[src/rtl/booth_multiplier_if.sv]
// booth_multiplier_if
//   Handshake and data bundle between the operand registers and the
//   sequential Booth multiplier.
//   Parameter N : operand width (product is 2N bits).
//   Signals:
//     start   - request, sampled by the multiplier only while idle
//     a, b    - signed multiplicand / multiplier, captured on accepted start
//     busy    - multiplier is not idle
//     done    - one-cycle pulse, product valid
//     product - signed 2N-bit product, held until the next completion
//     ovf     - product does not fit in N signed bits
//               (present only when MUL_OVF_FLAG_EN is defined)
//   Modports: master (requester side), slave (multiplier side).
interface booth_multiplier_if #(
  parameter int N = 32
);
  logic           start;
  logic [N-1:0]   a;
  logic [N-1:0]   b;
  logic           busy;
  logic           done;
  logic [2*N-1:0] product;
`ifdef MUL_OVF_FLAG_EN
  logic           ovf;

  modport master (output start, a, b, input busy, done, product, ovf);
  modport slave  (input start, a, b, output busy, done, product, ovf);
`else
  modport master (output start, a, b, input busy, done, product);
  modport slave  (input start, a, b, output busy, done, product);
`endif
endinterface

[src/rtl/booth_multiplier.sv]
// booth_multiplier
//   Sequential signed radix-2 Booth multiplier. Produces a 2N-bit product
//   from two N-bit two's-complement operands in N iterations; each iteration
//   is one add/subtract/no-op on an (N+1)-bit accumulator followed by an
//   arithmetic shift right of {A, Q, q_1}.
//   Ports:
//     clk     - rising-edge clock
//     reset_n - asynchronous active-low reset
//     bus     - booth_multiplier_if.slave (start, a, b, busy, done, product
//               and, with MUL_OVF_FLAG_EN, ovf)
//   Optional feature macro: MUL_OVF_FLAG_EN enables the registered ovf flag.

// Ripple-carry add/subtract stage; sub=1 computes x - y (two's complement).
module booth_addsub #(
  parameter int W = 33
) (
  input  logic [W-1:0] x,
  input  logic [W-1:0] y,
  input  logic         sub,
  output logic [W-1:0] sum
);
  logic [W-1:0] carry;
  logic [W-1:0] y_eff;

  assign carry[0] = sub;

  for (genvar gi = 0; gi < W; gi++) begin : g_bit
    assign y_eff[gi] = y[gi] ^ sub;
    assign sum[gi]   = x[gi] ^ y_eff[gi] ^ carry[gi];
    // Carry out of the top bit is discarded: arithmetic is modulo 2^W.
    if (gi < W - 1) begin : g_carry
      assign carry[gi+1] = (x[gi] & y_eff[gi]) | (carry[gi] & (x[gi] ^ y_eff[gi]));
    end
  end
endmodule

module booth_multiplier #(
  parameter int N = 32
) (
  input  logic              clk,
  input  logic              reset_n,
  booth_multiplier_if.slave bus
);
  localparam int CW = $clog2(N + 1);

  typedef enum logic [1:0] {IDLE, RUN, DONE} state_t;

  state_t         state_q, state_d;
  logic [N:0]     m_q, m_d;
  logic [N:0]     acc_q, acc_d;
  logic [N-1:0]   q_q, q_d;
  logic           q1_q, q1_d;
  logic [CW-1:0]  count_q, count_d;
  logic [2*N-1:0] product_q, product_d;

  logic [N:0]     addsub_sum;
  logic [N:0]     acc_step;
  logic [N:0]     acc_shift;
  logic [N-1:0]   q_shift;

  // Q[0]=1 selects subtract; the operation result is only used when
  // Q[0] != q_1, otherwise the accumulator passes through unchanged.
  booth_addsub #(.W(N + 1)) u_addsub (
    .x   (acc_q),
    .y   (m_q),
    .sub (q_q[0]),
    .sum (addsub_sum)
  );

  assign acc_step  = (q_q[0] ^ q1_q) ? addsub_sum : acc_q;
  assign acc_shift = {acc_step[N], acc_step[N:1]};
  assign q_shift   = {acc_step[0], q_q[N-1:1]};

`ifdef MUL_OVF_FLAG_EN
  logic ovf_q, ovf_d;
`endif

  always_comb begin
    state_d   = state_q;
    m_d       = m_q;
    acc_d     = acc_q;
    q_d       = q_q;
    q1_d      = q1_q;
    count_d   = count_q;
    product_d = product_q;
`ifdef MUL_OVF_FLAG_EN
    ovf_d     = ovf_q;
`endif
    unique case (state_q)
      IDLE: begin
        if (bus.start) begin
          m_d     = {bus.a[N-1], bus.a};
          acc_d   = '0;
          q_d     = bus.b;
          q1_d    = 1'b0;
          count_d = CW'(N);
          state_d = RUN;
        end
      end
      RUN: begin
        acc_d   = acc_shift;
        q_d     = q_shift;
        q1_d    = q_q[0];
        count_d = count_q - 1'b1;
        if (count_q == CW'(1)) begin
          product_d = {acc_shift[N-1:0], q_shift};
`ifdef MUL_OVF_FLAG_EN
          // Fits in N signed bits only if the top N+1 bits are all equal.
          ovf_d = ~((&product_d[2*N-1:N-1]) | ~(|product_d[2*N-1:N-1]));
`endif
          state_d = DONE;
        end
      end
      DONE: begin
        state_d = IDLE;
      end
      default: begin
        state_d = IDLE;
      end
    endcase
  end

  always_ff @(posedge clk or negedge reset_n) begin
    if (!reset_n) begin
      state_q   <= IDLE;
      m_q       <= '0;
      acc_q     <= '0;
      q_q       <= '0;
      q1_q      <= 1'b0;
      count_q   <= '0;
      product_q <= '0;
`ifdef MUL_OVF_FLAG_EN
      ovf_q     <= 1'b0;
`endif
    end else begin
      state_q   <= state_d;
      m_q       <= m_d;
      acc_q     <= acc_d;
      q_q       <= q_d;
      q1_q      <= q1_d;
      count_q   <= count_d;
      product_q <= product_d;
`ifdef MUL_OVF_FLAG_EN
      ovf_q     <= ovf_d;
`endif
    end
  end

  assign bus.busy    = (state_q != IDLE);
  assign bus.done    = (state_q == DONE);
  assign bus.product = product_q;
`ifdef MUL_OVF_FLAG_EN
  assign bus.ovf     = ovf_q;
`endif
endmodule

[src/flat_wrapper.sv]
// flat-port wrapper written by rule: the top's interface ports become plain ports
module booth_multiplier_flat 
#(
  parameter int N = 32
)
  (clk, reset_n, bus_start, bus_a, bus_b, bus_busy, bus_done, bus_product);
  booth_multiplier_if #(.N(N)) bus_i ();
  input  logic clk;
  input  logic reset_n;
  input wire logic [$bits(bus_i.start)-1:0] bus_start;
  input wire logic [$bits(bus_i.a)-1:0] bus_a;
  input wire logic [$bits(bus_i.b)-1:0] bus_b;
  output wire logic [$bits(bus_i.busy)-1:0] bus_busy;
  output wire logic [$bits(bus_i.done)-1:0] bus_done;
  output wire logic [$bits(bus_i.product)-1:0] bus_product;
  assign bus_i.start = bus_start;
  assign bus_i.a = bus_a;
  assign bus_i.b = bus_b;
  assign bus_busy = bus_i.busy;
  assign bus_done = bus_i.done;
  assign bus_product = bus_i.product;
  booth_multiplier #(.N(N)) u_core (.clk(clk), .reset_n(reset_n), .bus(bus_i));
endmodule
[config.mk]
export PLATFORM = sky130hd
export DESIGN_NAME = booth_multiplier_flat
export DESIGN_NICKNAME = d
export VERILOG_FILES = /design/src/rtl/booth_multiplier_if.sv /design/src/rtl/booth_multiplier.sv /design/src/flat_wrapper.sv
export SDC_FILE = /design/constraint.sdc
export NUM_CORES = 1
export LEC_CHECK = 0
export CELL_PAD_IN_SITES_DETAIL_PLACEMENT = 0
export CELL_PAD_IN_SITES_GLOBAL_PLACEMENT = 2
export CORE_MARGIN = 2
export CORE_UTILIZATION = 30
export CTS_BUF_LIST = sky130_fd_sc_hd__clkbuf_4 sky130_fd_sc_hd__clkbuf_8 sky130_fd_sc_hd__clkbuf_16
export DETAILED_ROUTE_END_ITERATION = 8
export GPL_ROUTABILITY_DRIVEN = 0
export PLACE_DENSITY_LB_ADDON = 0.1
export SYNTH_ARGS = -nofsm -noshare
export SYNTH_HDL_FRONTEND = slang
export SYNTH_HIERARCHICAL = 1
export SYNTH_SLANG_ARGS = --single-unit
[constraint.sdc]
create_clock -name clk -period 31.5 [get_ports clk]
set_input_delay 6.3 -clock clk [delete_from_list [all_inputs] [get_ports clk]]
set_output_delay 6.3 -clock clk [all_outputs]
set_load 0.02 [all_outputs]
* Word-level counts from Yosys, hierarchy flattened
Index checks and enable logic that the tools add are counted. Widths: inputs -> output; s select.
Cells by class: multiplexer cells 12, bitwise operators 196, equal/unequal tests 5, reduce and logical (&&, ||, !) cells 7, add/subtract/negate cells 1
Operator list (count):
- $xor 1x1->1 | 100
- $mux 33 | 2
- $pmux 33 s2 | 1
- $and 1x1->1 | 64
- $pmux 32 s2 | 1
- $mux 32 | 1
- $or 1x1->1 | 32
- $pmux 6 s2 | 1
- $reduce_and 2->1 | 4
- $eq 6x1->1 const B | 1
- $mux 6 | 1
- $sub 6x1->6 const B | 1
- $mux 2 | 2
- $pmux 2 s2 | 1
- $reduce_bool 2->1 | 2
- $eq 2x1->1 const B | 1
- $eq 2x2->1 const B | 1
- $logic_not 2->1 | 1
- $ne 2x1->1 const B | 1
- $ne 2x2->1 const B | 1
- $pmux 1 s2 | 1
- $mux 1 | 1
Storage, ports and cells: register bits 170, word-level logic and storage cells 228, output and inout bits 66

* Depth between registers and ports, before layout
depth in word-level cells 69, mapped depth 40, mapped depth without buffers 38

* By module
Netlist, hierarchy kept.
Modules (own cells, without submodules):
- booth_multiplier | instances 1, area an instance 7235.7 um^2, cells an instance 673, sequential area each 4229.1 um^2
- booth_addsub | instances 1, area an instance 1233.7 um^2, cells an instance 133, sequential area each 0.0 um^2

* Worst setup path before layout
No wires, ideal clock.
path kind register -> register, start reg u_core.q_q[0], end reg u_core.product_q[62] (netlist: u_core/bus.product[62]), required time 31.375 ns, library setup time 0.125 ns, path slack 18.201 ns, stages on the path, launching flop included 40, arrival 13.174 ns, clock period less this slack 13.299 ns, cells stage by stage dfrtp_1 buf_6 buf_8 xnor2_1 fa_1 fa_1 fa_1 fa_1 fa_1 fa_1 fa_1 fa_1 fa_1 fa_1 fa_1 fa_1 inv_1 fa_1 [... 4 more ...] fa_1 fa_1 fa_1 fa_1 fa_1 fa_1 fa_1 fa_1 fa_1 fa_1 fa_1 fa_1 fa_1 fa_1 fa_1 inv_1 mux2_2 mux2_2
On the way: longest elaborated chain between the ends 66
Ends and longest elaborated chain:
- from (decl) | RTL line booth_multiplier.sv:51 | logic [N-1:0] q_q, q_d;
- from (signal assigned) | RTL line booth_multiplier.sv:139 | q_q <= q_d;
- $xor 1x1->1 | RTL line booth_multiplier.sv:28 | assign y_eff[gi] = y[gi] ^ sub;
- $xor 1x1->1 | RTL line booth_multiplier.sv:32 | assign carry[gi+1] = (x[gi] & y_eff[gi]) | (carry[gi] & (x[gi] ^ y_eff[gi]));
- $and 1x1->1 | RTL line booth_multiplier.sv:32
- $or 1x1->1 | RTL line booth_multiplier.sv:32
- $and 1x1->1 | RTL line booth_multiplier.sv:32
- $or 1x1->1 | RTL line booth_multiplier.sv:32
- $and 1x1->1 | RTL line booth_multiplier.sv:32
- $or 1x1->1 | RTL line booth_multiplier.sv:32
- [... 51 more ...]
- $or 1x1->1 | RTL line booth_multiplier.sv:32
- $and 1x1->1 | RTL line booth_multiplier.sv:32
- $or 1x1->1 | RTL line booth_multiplier.sv:32
- $and 1x1->1 | RTL line booth_multiplier.sv:32
- $or 1x1->1 | RTL line booth_multiplier.sv:32
- $xor 1x1->1 (*) | RTL line booth_multiplier.sv:29 | assign sum[gi] = x[gi] ^ y_eff[gi] ^ carry[gi];
- net u_core.addsub_sum[31] | RTL line booth_multiplier.sv:56 | logic [N:0] addsub_sum;
- $mux 33 (*) | RTL line booth_multiplier.sv:70 | assign acc_step = (q_q[0] ^ q1_q) ? addsub_sum : acc_q;
- to (signal assigned) | RTL line booth_multiplier.sv:142 | product_q <= product_d;
- to (decl) | RTL line booth_multiplier.sv:54 | logic [2*N-1:0] product_q, product_d;
The timed path passes the listed nets; every way through them passes the cells marked *. A chain may end at the register's enable or synchronous reset.

* Final worst setup path
Ends and elaborated chain as after synthesis.

==> report_table.html <==
<table>
<tr><th>Metric</th><th>Value</th></tr>
<tr><th colspan="2">Status</th></tr>
<tr><td>Run status</td><td>complete, no violations</td></tr>
<tr><th colspan="2">Detailed routing</th></tr>
<tr><td>Final ANT Viol Nets</td><td>0</td></tr>
<tr><td>Mean routed wirelength per cell</td><td>16.2 µm</td></tr>
<tr><td>Count of TritonRoute iterations in the first routing pass</td><td>4</td></tr>
<tr><td>Vias/cell</td><td>4.62</td></tr>
<tr><td>Final Routed Wirelength</td><td>21200 µm</td></tr>
<tr><td>Iteration-0 DRC count of the detailed router</td><td>218</td></tr>
<tr><td>Routed vias</td><td>6035</td></tr>
<tr><td>Remaining DRCs</td><td>0</td></tr>
<tr><th colspan="2">Power and ir drop</th></tr>
<tr><td>Power dissipated by switching net loads</td><td>0.521 mW</td></tr>
<tr><td>Share of total power consumed by net switching</td><td>0.421</td></tr>
<tr><td>Internal</td><td>0.717 mW</td></tr>
<tr><td>Peak supply drop</td><td>0.0351 mV</td></tr>
<tr><td>Relative contribution of combinational cells to total power</td><td>0.511</td></tr>
<tr><td>Clock share of power</td><td>0.172</td></tr>
<tr><td>Areal power density over the cells</td><td>116 mW/mm²</td></tr>
<tr><td>Reg power frac</td><td>0.317</td></tr>
<tr><td>Cell leakage power</td><td>4.77 nW</td></tr>
<tr><th colspan="2">Clocking</th></tr>
<tr><td>CTS H-tree lvls</td><td>4</td></tr>
<tr><td>Num CTS Buffers</td><td>17</td></tr>
<tr><td>Number of buffers inserted for hold repair after clock tree synthesis</td><td>0</td></tr>
<tr><td>Clock tree from TritonCTS</td><td>yes</td></tr>
<tr><td>Clock transition at the register clock pins on the worst setup and hold paths after CTS</td><td>0.08 ns</td></tr>
<tr><td>Post-CTS setup buffer count</td><td>0</td></tr>
<tr><td>Gates resized, CTS repair</td><td>0</td></tr>
<tr><td>Number of sinks handled by clock tree synthesis</td><td>169</td></tr>
<tr><td>CTS max path bufs</td><td>2</td></tr>
<tr><td>Clock latency reported for the late side of the worst-skew pair</td><td>0.43 ns</td></tr>
<tr><td>Master cell of the clock root buffer</td><td>sky130_fd_sc_hd__clkbuf_16</td></tr>
<tr><th colspan="2">Critical path</th></tr>
<tr><td>Worst Setup End Kind</td><td>flop</td></tr>
<tr><td>CP Launch Type</td><td>flop</td></tr>
<tr><td>CP max FO</td><td>16</td></tr>
<tr><td>Critical Path RT</td><td>31.82 ns</td></tr>
<tr><td>Number of buffer and inverter instances along the worst setup path</td><td>3</td></tr>
<tr><td>Largest stage delay, worst path</td><td>0.64 ns</td></tr>
<tr><td>Arrival time at the worst endpoint</td><td>13.99 ns</td></tr>
<tr><td>CP dominant cell by count</td><td>sky130_fd_sc_hd__fa_1</td></tr>
<tr><td>Critical path class</td><td>flop to flop</td></tr>
<tr><td>Critical path's slowest cell</td><td>sky130_fd_sc_hd__dfrtp_2</td></tr>
<tr><td>Top delay family on crit path</td><td>adder cells</td></tr>
<tr><th colspan="2">Logic synthesis</th></tr>
<tr><td>Leading cell types by total area after synthesis</td><td>sky130_fd_sc_hd__dfrtp_1, sky130_fd_sc_hd__fa_1, sky130_fd_sc_hd__a21oi_1, sky130_fd_sc_hd__nand2_1, sky130_fd_sc_hd__mux2_1</td></tr>
<tr><td>Async SR Flop Fraction</td><td>1.00</td></tr>
<tr><td>Area share of the leading cell type in the synthesized netlist</td><td>0.499</td></tr>
<tr><td>Mean post-synth cell area</td><td>10.5 µm²</td></tr>
<tr><td>Synth Net Count</td><td>906</td></tr>
<tr><td>Cell Area, Synth</td><td>0.00847 mm²</td></tr>
<tr><td>Post-synth EDFFs</td><td>0</td></tr>
<tr><td>Library cells used by synthesis</td><td>39</td></tr>
<tr><td>Post-synthesis sequential area ratio</td><td>0.499</td></tr>
<tr><td>Prevailing post-synth register cell</td><td>sky130_fd_sc_hd__dfrtp_1</td></tr>
<tr><td>Synthesis Warnings</td><td>6</td></tr>
<tr><td>Library cell with the largest summed area after synthesis</td><td>sky130_fd_sc_hd__dfrtp_1</td></tr>
<tr><td>Synthesized instance count</td><td>806</td></tr>
<tr><td>Post-synthesis register bit count</td><td>169</td></tr>
<tr><th colspan="2">GRT</th></tr>
<tr><td>GRT Resource Usage Total</td><td>0.150</td></tr>
<tr><td>Antenna violations before repair</td><td>0</td></tr>
<tr><td>Leftover overflow at the end of global routing</td><td>0</td></tr>
<tr><td>Global-route wire length before repair</td><td>34500 µm</td></tr>
<tr><td>Maximum number of pins on one net before global-route repair</td><td>64</td></tr>
<tr><td>Via count of the first global-routing pass</td><td>6402</td></tr>
<tr><th colspan="2">Finish</th></tr>
<tr><td>Most common cell after layout, fill and taps aside</td><td>sky130_fd_sc_hd__dfrtp_1</td></tr>
<tr><td>Post-Layout Inst Area</td><td>0.0107 mm²</td></tr>
<tr><td>Net count, final</td><td>1016</td></tr>
<tr><td>Share of cells above drive strength 1</td><td>0.0797</td></tr>
<tr><td>Area Growth Syn to Fin</td><td>26.1%</td></tr>
<tr><td>Finished Core Util</td><td>0.385</td></tr>
<tr><td>Antenna diode count</td><td>0</td></tr>
<tr><td>Most frequent cells in the layout</td><td>sky130_fd_sc_hd__dfrtp_1, sky130_fd_sc_hd__clkdlybuf4s50_1, sky130_fd_sc_hd__nand2_1</td></tr>
<tr><th colspan="2">Placed design</th></tr>
<tr><td>Port bufs</td><td>132</td></tr>
<tr><td>Placement-stage cell area</td><td>0.0101 mm²</td></tr>
<tr><td>Half-perimeter wire length after detailed placement</td><td>13600 µm</td></tr>
<tr><th colspan="2">Timing</th></tr>
<tr><td>Final Hold Violating Endpoints</td><td>0</td></tr>
<tr><td>Period utilisation layout</td><td>0.434</td></tr>
<tr><td>Setup violators final</td><td>0</td></tr>
<tr><td>Max-slew violation total from the final report</td><td>0</td></tr>
<tr><td>Timing-limited maximum frequency</td><td>0.0731 GHz</td></tr>
<tr><td>Tightest Pin Transition</td><td>1.06 ns</td></tr>
<tr><td>RSZ-0062 raised after global routing</td><td>false</td></tr>
<tr><td>Worst slew margin relative to its limit</td><td>0.290</td></tr>
<tr><td>Final period demand of the worst path</td><td>13.67 ns</td></tr>
<tr><td>Setup tns final</td><td>0 ns</td></tr>
<tr><td>Fin Clk Skew</td><td>0.0108 ns</td></tr>
<tr><th colspan="2">Worst hold path</th></tr>
<tr><td>Classification of the worst-slack hold path</td><td>flop to flop</td></tr>
<tr><th colspan="2">Floorplanning</th></tr>
<tr><td>Height of the die</td><td>172 µm</td></tr>
<tr><td>Top-level I/O count</td><td>133</td></tr>
<tr><td>Die outline area</td><td>0.0296 mm²</td></tr>
<tr><td>Initial core utilization</td><td>0.305</td></tr>
<tr><td>Chip width</td><td>172 µm</td></tr>
<tr><td>Area of the placeable core</td><td>0.0278 mm²</td></tr>
<tr><td>Number of cell rows</td><td>61</td></tr>
<tr><th colspan="2">Flow run</th></tr>
<tr><td>Max-cap viol count</td><td>0</td></tr>
</table>
==> cell usage after synthesis (2+ instances only) <==
master / count
sky130_fd_sc_hd__nand2b_1: 3
sky130_fd_sc_hd__a21oi_1: 85
sky130_fd_sc_hd__mux2i_1: 29
sky130_fd_sc_hd__ha_1: 2
sky130_fd_sc_hd__a22oi_1: 31
sky130_fd_sc_hd__clkbuf_1: 20
sky130_fd_sc_hd__o2bb2ai_1: 5
sky130_fd_sc_hd__xor2_1: 2
sky130_fd_sc_hd__buf_4: 4
sky130_fd_sc_hd__nand3_1: 30
sky130_fd_sc_hd__o21bai_1: 2
sky130_fd_sc_hd__mux2_2: 13
sky130_fd_sc_hd__buf_1: 4
sky130_fd_sc_hd__buf_2: 22
sky130_fd_sc_hd__xnor2_1: 32
sky130_fd_sc_hd__nand2_1: 110
sky130_fd_sc_hd__inv_1: 64
sky130_fd_sc_hd__o21ai_0: 60
sky130_fd_sc_hd__fa_1: 31
sky130_fd_sc_hd__nor2b_1: 34
sky130_fd_sc_hd__or2_2: 2
sky130_fd_sc_hd__nor2_1: 2
sky130_fd_sc_hd__nor3b_1: 2
sky130_fd_sc_hd__a31oi_1: 2
sky130_fd_sc_hd__mux2_1: 30
sky130_fd_sc_hd__buf_8: 3
sky130_fd_sc_hd__buf_6: 2
sky130_fd_sc_hd__dfrtp_1: 169
==> power by group through the flow <==
stage	Combinational (mW)	Clock, mW	Sequential (mW)
after floorplan	0.429	0	0.412
after global placement	0.634	0	0.394
after detailed placement	0.643	0	0.396
after CTS	0.646	0.221	0.393
after global routing	0.729	0.230	0.406
final	0.633	0.213	0.392
==> final cells by class <==
| class | count | area (µm²) |
|---|---|---|
| Clock buffer | 18 | 439 |
| Timing Repair Buffer | 146 | 1430 |
| Multi-Input combinational cell | 517 | 3720 |
| Fill cell | 2797 | 17100 |
| Inverter | 65 | 244 |
| Clock inverter | 14 | 149 |
| Tap cell | 378 | 473 |
| Sequential cell | 169 | 4230 |
==> kinds of logic after synthesis <==
kind of cell / synth area share
adders and majority gates: 0.0762
AOI/OAI and AO/OA: 0.125
muxes: 0.0914
DFF: 0.499
buffers and inverters: 0.0640
and+or+nand+nor: 0.104
xor gates and xnor gates: 0.0403
==> per-stage QoR <==
step,hold slack [ns],total power [mW],setup slack (ns),instances
global route,0.506,1.37,17.28,1307
finish,0.492,1.24,17.83,1307
global placement,0.475,1.03,17.91,1275
CTS,0.496,1.26,17.80,1307
detailed placement,0.481,1.04,17.82,1275
floorplan,0.458,0.842,18.20,806
==> flip-flops by register name, indices dropped and copies added, names as in the netlist <==
signal	cells
u_core/state_q	2
u_core/count_q	6
u_core/q_q	32
u_core/acc_q	32
u_core/m_q	32
u_core/bus.product	64
u_core/q1_q	1
==> worst reg2reg max path: cells and delay by family, from the launching register on <==
family | cells | cell delay, ns
mux | 2 | 0.52
xor+xnor | 1 | 0.17
flops | 1 | 0.64
buf+inv | 3 | 0.16
fa+ha+maj | 31 | 12.07
==> path summary, 6_finish.rpt <==
path,startpoint,end,slack [ns],cells after the start
setup / recovery,u_core/q_q[0]$_DFFE_PN0P_,u_core/bus.product[62]$_DFFE_PN0P_,17.83,37
hold / removal,u_core/bus.product[8]$_DFFE_PN0P_,u_core/bus.product[8]$_DFFE_PN0P_,0.49,1
setup reg to reg,u_core/q_q[0]$_DFFE_PN0P_,u_core/bus.product[62]$_DFFE_PN0P_,17.83,37
hold reg to reg,u_core/bus.product[8]$_DFFE_PN0P_,u_core/bus.product[8]$_DFFE_PN0P_,0.49,1
max in group asynchronous,reset_n,u_core/q_q[0]$_DFFE_PN0P_,24.43,2
min in group asynchronous,reset_n,u_core/m_q[11]$_DFFE_PN0P_,5.80,1
==> per-layer routing <==
metal  share of wire  global-route usage
met1            0.48               0.201
met2            0.47               0.246
met3           0.036              0.0318
met4           0.012              0.0427
met5               0                   0
Note: power is estimated with default switching activity, not from simulation.
